### config.mk
export PLATFORM = sky130hd
export DESIGN_NAME = alu_md
export DESIGN_NICKNAME = d
export VERILOG_FILES = /design/src/rtl/alu_md_pkg.sv /design/src/rtl/alu.sv /design/src/rtl/muldiv_iter.sv /design/src/rtl/alu_md.sv
export SDC_FILE = /design/constraint.sdc
export NUM_CORES = 2
export LEC_CHECK = 0
export ABC_AREA = 1
export BUFFER_PORTS_ARGS = -buffer_cell sky130_fd_sc_hd__buf_2
export CORE_MARGIN = 3
export CORE_UTILIZATION = 40
export DETAILED_ROUTE_END_ITERATION = 8
export SLEW_MARGIN = 20
export SYNTH_ARGS = -nofsm -noshare
export SYNTH_HDL_FRONTEND = slang
export SYNTH_HIERARCHICAL = 1
export SYNTH_SLANG_ARGS = --single-unit
### constraint.sdc
create_clock -name clk -period 8.6 [get_ports clk]
set_input_delay 0.86 -clock clk [delete_from_list [all_inputs] [get_ports clk]]
set_output_delay 0.86 -clock clk [all_outputs]
set_load 0.02 [all_outputs]
### src/rtl/alu_md_pkg.sv
// Shared encodings for the ALU/multiply-divide unit: FSM states, M-extension
// op codes and base-result source selects.
package alu_md_pkg;

    typedef enum logic [1:0] {
        ST_IDLE,
        ST_MUL,
        ST_DIV,
        ST_DONE
    } state_e;

    typedef enum logic [2:0] {
        OP_MUL    = 3'd0,
        OP_MULH   = 3'd1,
        OP_MULHSU = 3'd2,
        OP_MULHU  = 3'd3,
        OP_DIV    = 3'd4,
        OP_DIVU   = 3'd5,
        OP_REM    = 3'd6,
        OP_REMU   = 3'd7
    } m_op_e;

    localparam logic [1:0] SRC_ADDER = 2'd0;
    localparam logic [1:0] SRC_LOGIC = 2'd1;
    localparam logic [1:0] SRC_SHIFT = 2'd2;
    localparam logic [1:0] SRC_CMP   = 2'd3;

    function automatic logic is_div(input m_op_e op);
        return op[2];
    endfunction

    function automatic logic is_signed_div(input m_op_e op);
        return (op == OP_DIV) || (op == OP_REM);
    endfunction

endpackage

### src/rtl/alu.sv
// Base combinational ALU: adder, logic, shifter and compare units selected by
// alu_mux2_select; alu_mux1_select picks the opd1/opd2 or opd3/opd4 pair.
module alu
    import alu_md_pkg::*;
#(
    parameter int OPERAND_LENGTH = 32
) (
    input  logic [OPERAND_LENGTH-1:0] opd1,
    input  logic [OPERAND_LENGTH-1:0] opd2,
    input  logic [OPERAND_LENGTH-1:0] opd3,
    input  logic [OPERAND_LENGTH-1:0] opd4,
    input  logic [3:0]                alu_op_select,
    input  logic                      alu_mux1_select,
    input  logic [1:0]                alu_mux2_select,
    output logic [OPERAND_LENGTH-1:0] result
);
    localparam int N  = OPERAND_LENGTH;
    localparam int SW = $clog2(N);

    logic [N-1:0] a, b, add_res, logic_res, shift_res, cmp_res;
    logic [SW-1:0] sh;

    assign a  = alu_mux1_select ? opd3 : opd1;
    assign b  = alu_mux1_select ? opd4 : opd2;
    assign sh = b[SW-1:0];

    always_comb begin
        add_res = (alu_op_select == 4'd1) ? a - b : a + b;

        case (alu_op_select)
            4'd0:    logic_res = a & b;
            4'd1:    logic_res = a | b;
            4'd2:    logic_res = a ^ b;
            default: logic_res = ~(a | b);
        endcase

        case (alu_op_select)
            4'd0:    shift_res = a << sh;
            4'd1:    shift_res = a >> sh;
            4'd2:    shift_res = $unsigned($signed(a) >>> sh);
            default: shift_res = a;
        endcase

        case (alu_op_select)
            4'd0:    cmp_res = N'($signed(a) < $signed(b));
            4'd1:    cmp_res = N'(a < b);
            4'd2:    cmp_res = N'(a == b);
            default: cmp_res = '0;
        endcase

        case (alu_mux2_select)
            SRC_ADDER: result = add_res;
            SRC_LOGIC: result = logic_res;
            SRC_SHIFT: result = shift_res;
            default:   result = cmp_res;
        endcase
    end

endmodule

### src/rtl/muldiv_iter.sv
// Iterative multiply (shift-add, K bits per step) and restoring divide on
// operand magnitudes; res is the sign-corrected value of the final step.
module muldiv_iter
    import alu_md_pkg::*;
#(
    parameter int OPERAND_LENGTH     = 32,
    parameter int MUL_BITS_PER_CYCLE = 1
) (
    input  logic                      clk,
    input  logic                      rst_n,
    input  logic                      start,
    input  logic                      step,
    input  m_op_e                     op,
    input  logic [OPERAND_LENGTH-1:0] opd1,
    input  logic [OPERAND_LENGTH-1:0] opd2,
    output logic                      last,
    output logic [OPERAND_LENGTH-1:0] res
);
    localparam int N  = OPERAND_LENGTH;
    localparam int K  = MUL_BITS_PER_CYCLE;
    localparam int W2 = 2 * N;
    localparam int CW = $clog2(N) + 1;
    localparam logic [CW-1:0] MUL_LAST = CW'(N / K - 1);
    localparam logic [CW-1:0] DIV_LAST = CW'(N - 1);

    m_op_e         op_q;
    logic          neg_q, rneg_q;
    logic [CW-1:0] cnt;
    logic [W2-1:0] prod_q, mcand_q, prod_nxt, prod_signed;
    logic [N-1:0]  mplier_q, quo_q, rem_q, dvs_q, quo_nxt, rem_nxt;
    logic [N:0]    trial, diff;
    logic          neg1, neg2;
    logic [N-1:0]  mag1, mag2;

    assign neg1 = (op == OP_MULH || op == OP_MULHSU || is_signed_div(op)) && opd1[N-1];
    assign neg2 = (op == OP_MULH || is_signed_div(op)) && opd2[N-1];
    assign mag1 = neg1 ? -opd1 : opd1;
    assign mag2 = neg2 ? -opd2 : opd2;

    assign prod_nxt = prod_q + mcand_q * W2'(mplier_q[K-1:0]);
    assign trial    = {rem_q, quo_q[N-1]};
    assign diff     = trial - {1'b0, dvs_q};
    assign rem_nxt  = diff[N] ? trial[N-1:0] : diff[N-1:0];
    assign quo_nxt  = {quo_q[N-2:0], ~diff[N]};

    assign last        = step && (cnt == (is_div(op_q) ? DIV_LAST : MUL_LAST));
    assign prod_signed = neg_q ? -prod_nxt : prod_nxt;

    always_comb begin
        case (op_q)
            OP_MUL:              res = prod_nxt[N-1:0];
            OP_MULH, OP_MULHSU,
            OP_MULHU:            res = prod_signed[W2-1:N];
            OP_DIV, OP_DIVU:     res = neg_q ? -quo_nxt : quo_nxt;
            default:             res = rneg_q ? -rem_nxt : rem_nxt;
        endcase
    end

    // NOTE: the datapath registers are reset too, so an abort by rst_n leaves
    // no stale operand state behind; state uses non-blocking assignment only.
    always_ff @(posedge clk or negedge rst_n) begin
        if (!rst_n) begin
            op_q     <= OP_MUL;
            neg_q    <= 1'b0;
            rneg_q   <= 1'b0;
            cnt      <= '0;
            prod_q   <= '0;
            mcand_q  <= '0;
            mplier_q <= '0;
            quo_q    <= '0;
            rem_q    <= '0;
            dvs_q    <= '0;
        end else if (start) begin
            op_q     <= op;
            neg_q    <= neg1 ^ neg2;
            rneg_q   <= neg1;
            cnt      <= '0;
            prod_q   <= '0;
            mcand_q  <= W2'(mag1);
            mplier_q <= mag2;
            quo_q    <= mag1;
            rem_q    <= '0;
            dvs_q    <= mag2;
        end else if (step) begin
            cnt      <= cnt + 1'b1;
            prod_q   <= prod_nxt;
            mcand_q  <= mcand_q << K;
            mplier_q <= mplier_q >> K;
            quo_q    <= quo_nxt;
            rem_q    <= rem_nxt;
        end
    end

endmodule

### src/rtl/alu_md.sv
// ALU with M-extension: base ops complete in one cycle, multiply/divide run
// iteratively; results leave through a valid/ready handshake.
module alu_md
    import alu_md_pkg::*;
#(
    parameter int OPERAND_LENGTH     = 32,
    parameter int MUL_BITS_PER_CYCLE = 1
) (
    input  logic                      clk,
    input  logic                      rst_n,
    input  logic                      in_valid,
    output logic                      in_ready,
    input  logic [OPERAND_LENGTH-1:0] opd1,
    input  logic [OPERAND_LENGTH-1:0] opd2,
    input  logic [3:0]                alu_op_select,
    input  logic [1:0]                alu_mux2_select,
    input  logic                      m_ext,
    input  logic [2:0]                m_op,
    output logic                      out_valid,
    input  logic                      out_ready,
    output logic [OPERAND_LENGTH-1:0] result
);
    localparam int N = OPERAND_LENGTH;
    localparam logic [N-1:0] MOST_NEG = {1'b1, {(N-1){1'b0}}};

    state_e       state, state_nxt, req_state;
    m_op_e        op_in;
    logic         accept, iter_last;
    logic [N-1:0] alu_res, iter_res, req_result, result_nxt;

    assign op_in     = m_op_e'(m_op);
    assign in_ready  = (state == ST_IDLE) || (state == ST_DONE && out_ready);
    assign out_valid = (state == ST_DONE);
    assign accept    = in_valid && in_ready;

    alu #(.OPERAND_LENGTH(N)) u_alu (
        .opd1            (opd1),
        .opd2            (opd2),
        .opd3            (opd1),
        .opd4            (opd2),
        .alu_op_select   (alu_op_select),
        .alu_mux1_select (1'b0),
        .alu_mux2_select (alu_mux2_select),
        .result          (alu_res)
    );

    muldiv_iter #(
        .OPERAND_LENGTH     (N),
        .MUL_BITS_PER_CYCLE (MUL_BITS_PER_CYCLE)
    ) u_iter (
        .clk   (clk),
        .rst_n (rst_n),
        .start (accept && m_ext),
        .step  (state == ST_MUL || state == ST_DIV),
        .op    (op_in),
        .opd1  (opd1),
        .opd2  (opd2),
        .last  (iter_last),
        .res   (iter_res)
    );

    // Where a newly accepted request goes; divide-by-zero and signed overflow
    // resolve immediately instead of iterating.
    always_comb begin
        req_state  = ST_DONE;
        req_result = alu_res;
        if (m_ext) begin
            if (is_div(op_in) && opd2 == '0)
                req_result = (op_in == OP_DIV || op_in == OP_DIVU) ? '1 : opd1;
            else if (is_signed_div(op_in) && opd1 == MOST_NEG && opd2 == '1)
                req_result = (op_in == OP_DIV) ? MOST_NEG : '0;
            else
                req_state = is_div(op_in) ? ST_DIV : ST_MUL;
        end
    end

    // NOTE: defaults first so every path assigns state_nxt/result_nxt and no
    // latch is inferred.
    always_comb begin
        state_nxt  = state;
        result_nxt = result;
        if (accept) begin
            state_nxt = req_state;
            if (req_state == ST_DONE)
                result_nxt = req_result;
        end else begin
            case (state)
                ST_MUL, ST_DIV: begin
                    if (iter_last) begin
                        state_nxt  = ST_DONE;
                        result_nxt = iter_res;
                    end
                end
                ST_DONE: if (out_ready) state_nxt = ST_IDLE;
                default: ;
            endcase
        end
    end

    always_ff @(posedge clk or negedge rst_n) begin
        if (!rst_n) begin
            state  <= ST_IDLE;
            result <= '0;
        end else begin
            state  <= state_nxt;
            result <= result_nxt;
        end
    end

endmodule

==> run metrics <==
hold_buf cts 0; full die area 103000 µm²; Yosys cell types 65; Total Wirelength 187 mm; H-tree Lvls 2; first-pass GRT wire length 275 mm; Starting Density 40.7%; final slew viol count 0; Worst-Skew Late Latency 0.59 ns; remaining global-route overflow 0; unrepaired setup endpoints after global routing no; CP dominant cell by count nand2_1; Detailed Routing Iterations Pass 1 7; Die Width 321 µm; register bit total from synthesis 301; max-cap violations 0; final setup vio count 0; GR Util All Layers 35.0%; dpl cell area 41000 µm²; Worst Tran Pin Value 1.15 ns; core area 97600 µm²; Final Cell Area 42300 µm²; Filler Cells Inserted 10900; Worst EP required 9.07 ns; post-CTS setup buffer count 0; Slowest-stage cell, CP fa_1; fin nets 7397; reg2reg path depth 33; startpoint class of the critical path register; dpl ws 3.31 ns; TritonCTS Buffers 38; fin crit share 64.2%; drt via density 5.68; Worst R2R Setup Slack 3.08 ns; via count 47800; layout cell share with drive strength beyond 1 4.99%; largest net degree at the start of global routing 154; Worst VDD drop 0.000372 V; Post-synth EDFFs 0; status finished, final reports clean; Critical Setup Path Class reg -> reg; R2R Path Start u_iter/quo_q[31]; Seq/Total Area, Yosys 19.0%; final core occ 43.4%; Max Freq 0.181 GHz; Syn-to-layout area delta 6.72%; Detail Placement HPWL 149 mm; Fin. Hold Viols 0; Clk pin slew, worst setup/hold paths 0.06 ns; CTS sink cnt 301; Synthesis Warnings 6; CP Data Arrival Time 5.99 ns; vias in the first global route 43200; Row Count 114; Synth async-reset ratio 100%; Synth Area per Inst 5.53 µm²; r2r endpoint result[24]; Worst slew margin 22.8%; clk root buf clkbuf_16; PnR worst setup slack 3.08 ns; io pins 112; routed length per instance 22.2 µm; initial antenna violation count 16; Post-DRT Antenna Nets 0; Remaining DRCs 0; HP Class in -> async; drt initial violations 5977; main flop type after synthesis dfrtp_1; Cells after Synth 7170; CTS max path bufs 3; CTS tree done; critical path capture point type register; leakage 23.4 nW; RePlAce Congestion 1.08; PortBufs 111; CP Max Fanout 42; skew final 0.0397 ns; CP top delay family simple AND/OR/NAND/NOR gates; post-CTS sizing 0; Tmin final 5.52 ns; Die Y 321 µm; Setup TNS Final 0 ns; CP bufs+invs 4; Max stage delay on crit path 0.44 ns; pwr dens 359 nW/µm²; Cell Area, Synth 39700 µm²
-- worst max-delay path by stage --
stage | from | end | cells past startpoint
4_1_cts | u_iter/quo_q[31] | result[24] | 33
5_1_grt | u_iter/quo_q[31] | result[24] | 33
3_3_place_gp | u_iter/quo_q[31] | result[24] | 33
3_5_place_dp | u_iter/quo_q[31] | result[24] | 33
6_report | u_iter/quo_q[31] | result[24] | 33
2_1_floorplan | u_iter/quo_q[31] | result[26] | 32
-- power breakdown --
part           internal, mW  switching [mW]  total, mW
logic                  3.05            7.95       11.0
registers              2.06           0.451       2.51
clock network         0.997           0.699       1.70
total                  6.10            9.10       15.2
-- sequential cells by signal (all words and copies together), names as in the netlist --
signal / flops
u_iter/op_q: 3
state: 2
u_iter/dvs_q: 32
u_iter/rneg_q: 1
u_iter/quo_q: 32
u_iter/mplier_q: 32
result: 32
u_iter/prod_q: 64
u_iter/mcand_q: 64
u_iter/rem_q: 32
u_iter/cnt: 6
u_iter/neg_q: 1
-- per-stage QoR --
step / hold WS, ns / instances / total power, mW
floorplan: 0.443 / 7173 / 9.79
global placement: 0.459 / 8340 / 13.1
detailed placement: 0.463 / 8340 / 13.1
CTS: 0.411 / 8407 / 14.9
global route: 0.139 / 8413 / 16.3
finish: 0.132 / 8417 / 15.2
-- metal layers --
metal / GRT usage (%) / vias up / wire length (µm)
met5: 0 / - / 54
met4: 19.6 / 8 / 12400
met3: 6.52 / 483 / 18400
met2: 54.0 / 2497 / 79600
met1: 46.0 / 22000 / 76800
li1: - / 22800 / -
-- cell usage in the layout, fill, tap and decap left out, types with 11 or more instances in the layout --
master | netlist | routed
inv_2 | 12 | 12
clkbuf_16 | 0 | 39
o21a_1 | 35 | 35
ha_1 | 210 | 210
a31oi_1 | 11 | 11
nor2_2 | 16 | 17
or2_2 | 45 | 45
nor2_1 | 594 | 589
inv_1 | 1070 | 1070
o22ai_1 | 103 | 103
o221ai_1 | 86 | 86
o21ai_1 | 15 | 14
nand3_1 | 679 | 679
a221oi_1 | 14 | 14
nor3_1 | 68 | 68
o211ai_1 | 24 | 24
nand3b_1 | 45 | 45
nand4_1 | 78 | 78
buf_2 | 61 | 110
a21oi_1 | 295 | 295
buf_4 | 10 | 30
nor4_1 | 11 | 11
nand2_2 | 35 | 35
nand2_1 | 2624 | 2623
o21ai_0 | 381 | 380
dfrtp_1 | 301 | 299
o21bai_1 | 26 | 26
xnor2_1 | 20 | 20
xor2_1 | 27 | 27
-- synthesized netlist by cell type (all sizes together) (49+ instances only) --
cell type  instances  area [µm²]
nor2             613        2360
ha               210        2630
clkbuf           142         534
nand2           2666       10200
o22ai            103         644
nand3            684        3450
dfrtp            301        7530
nand4             78         488
buf              110         637
o21ai            407        2090
or2               49         307
o221ai            86         753
a21oi            298        1510
nor3              70         367
inv             1082        4060
-- worst register-to-register path: cells and delay by family, from the launching register on --
kind	cells	cell delay [ns]
fa+ha+maj	3	0.86
simple gates	23	2.94
compound gates	3	0.87
flops	1	0.39
buf+inv	4	0.38
-- cell type report --
class	count	area, µm²	area share [%]
inverter	1086	4080	9.65
multi-input combinational	5534	26900	63.7
antenna	9	22.5	0.0532
tap	1276	1600	3.77
timing repair buffer	144	858	2.03
sequential	301	7530	17.8
clock inverter	12	170	0.402
clock buffer	55	1120	2.64
-- kinds of logic (layout without fill, tap and decap cells) --
kind of cell | Yosys count | after routing | share of synthesized area [%]
flip-flops | 301 | 301 | 19.0
AND/OR/NAND/NOR | 4225 | 4225 | 44.4
adder cells (fa/ha/maj) | 214 | 214 | 6.83
multiplexers | 1 | 1 | 0.0252
AO/OA/AOI/OAI | 1043 | 1043 | 15.5
XOR/XNOR | 47 | 47 | 1.04
buffers and inverters | 1338 | 1297 | 13.2
other | 1 | 13 | 0.00945
Note: power is estimated with default switching activity, not from simulation.
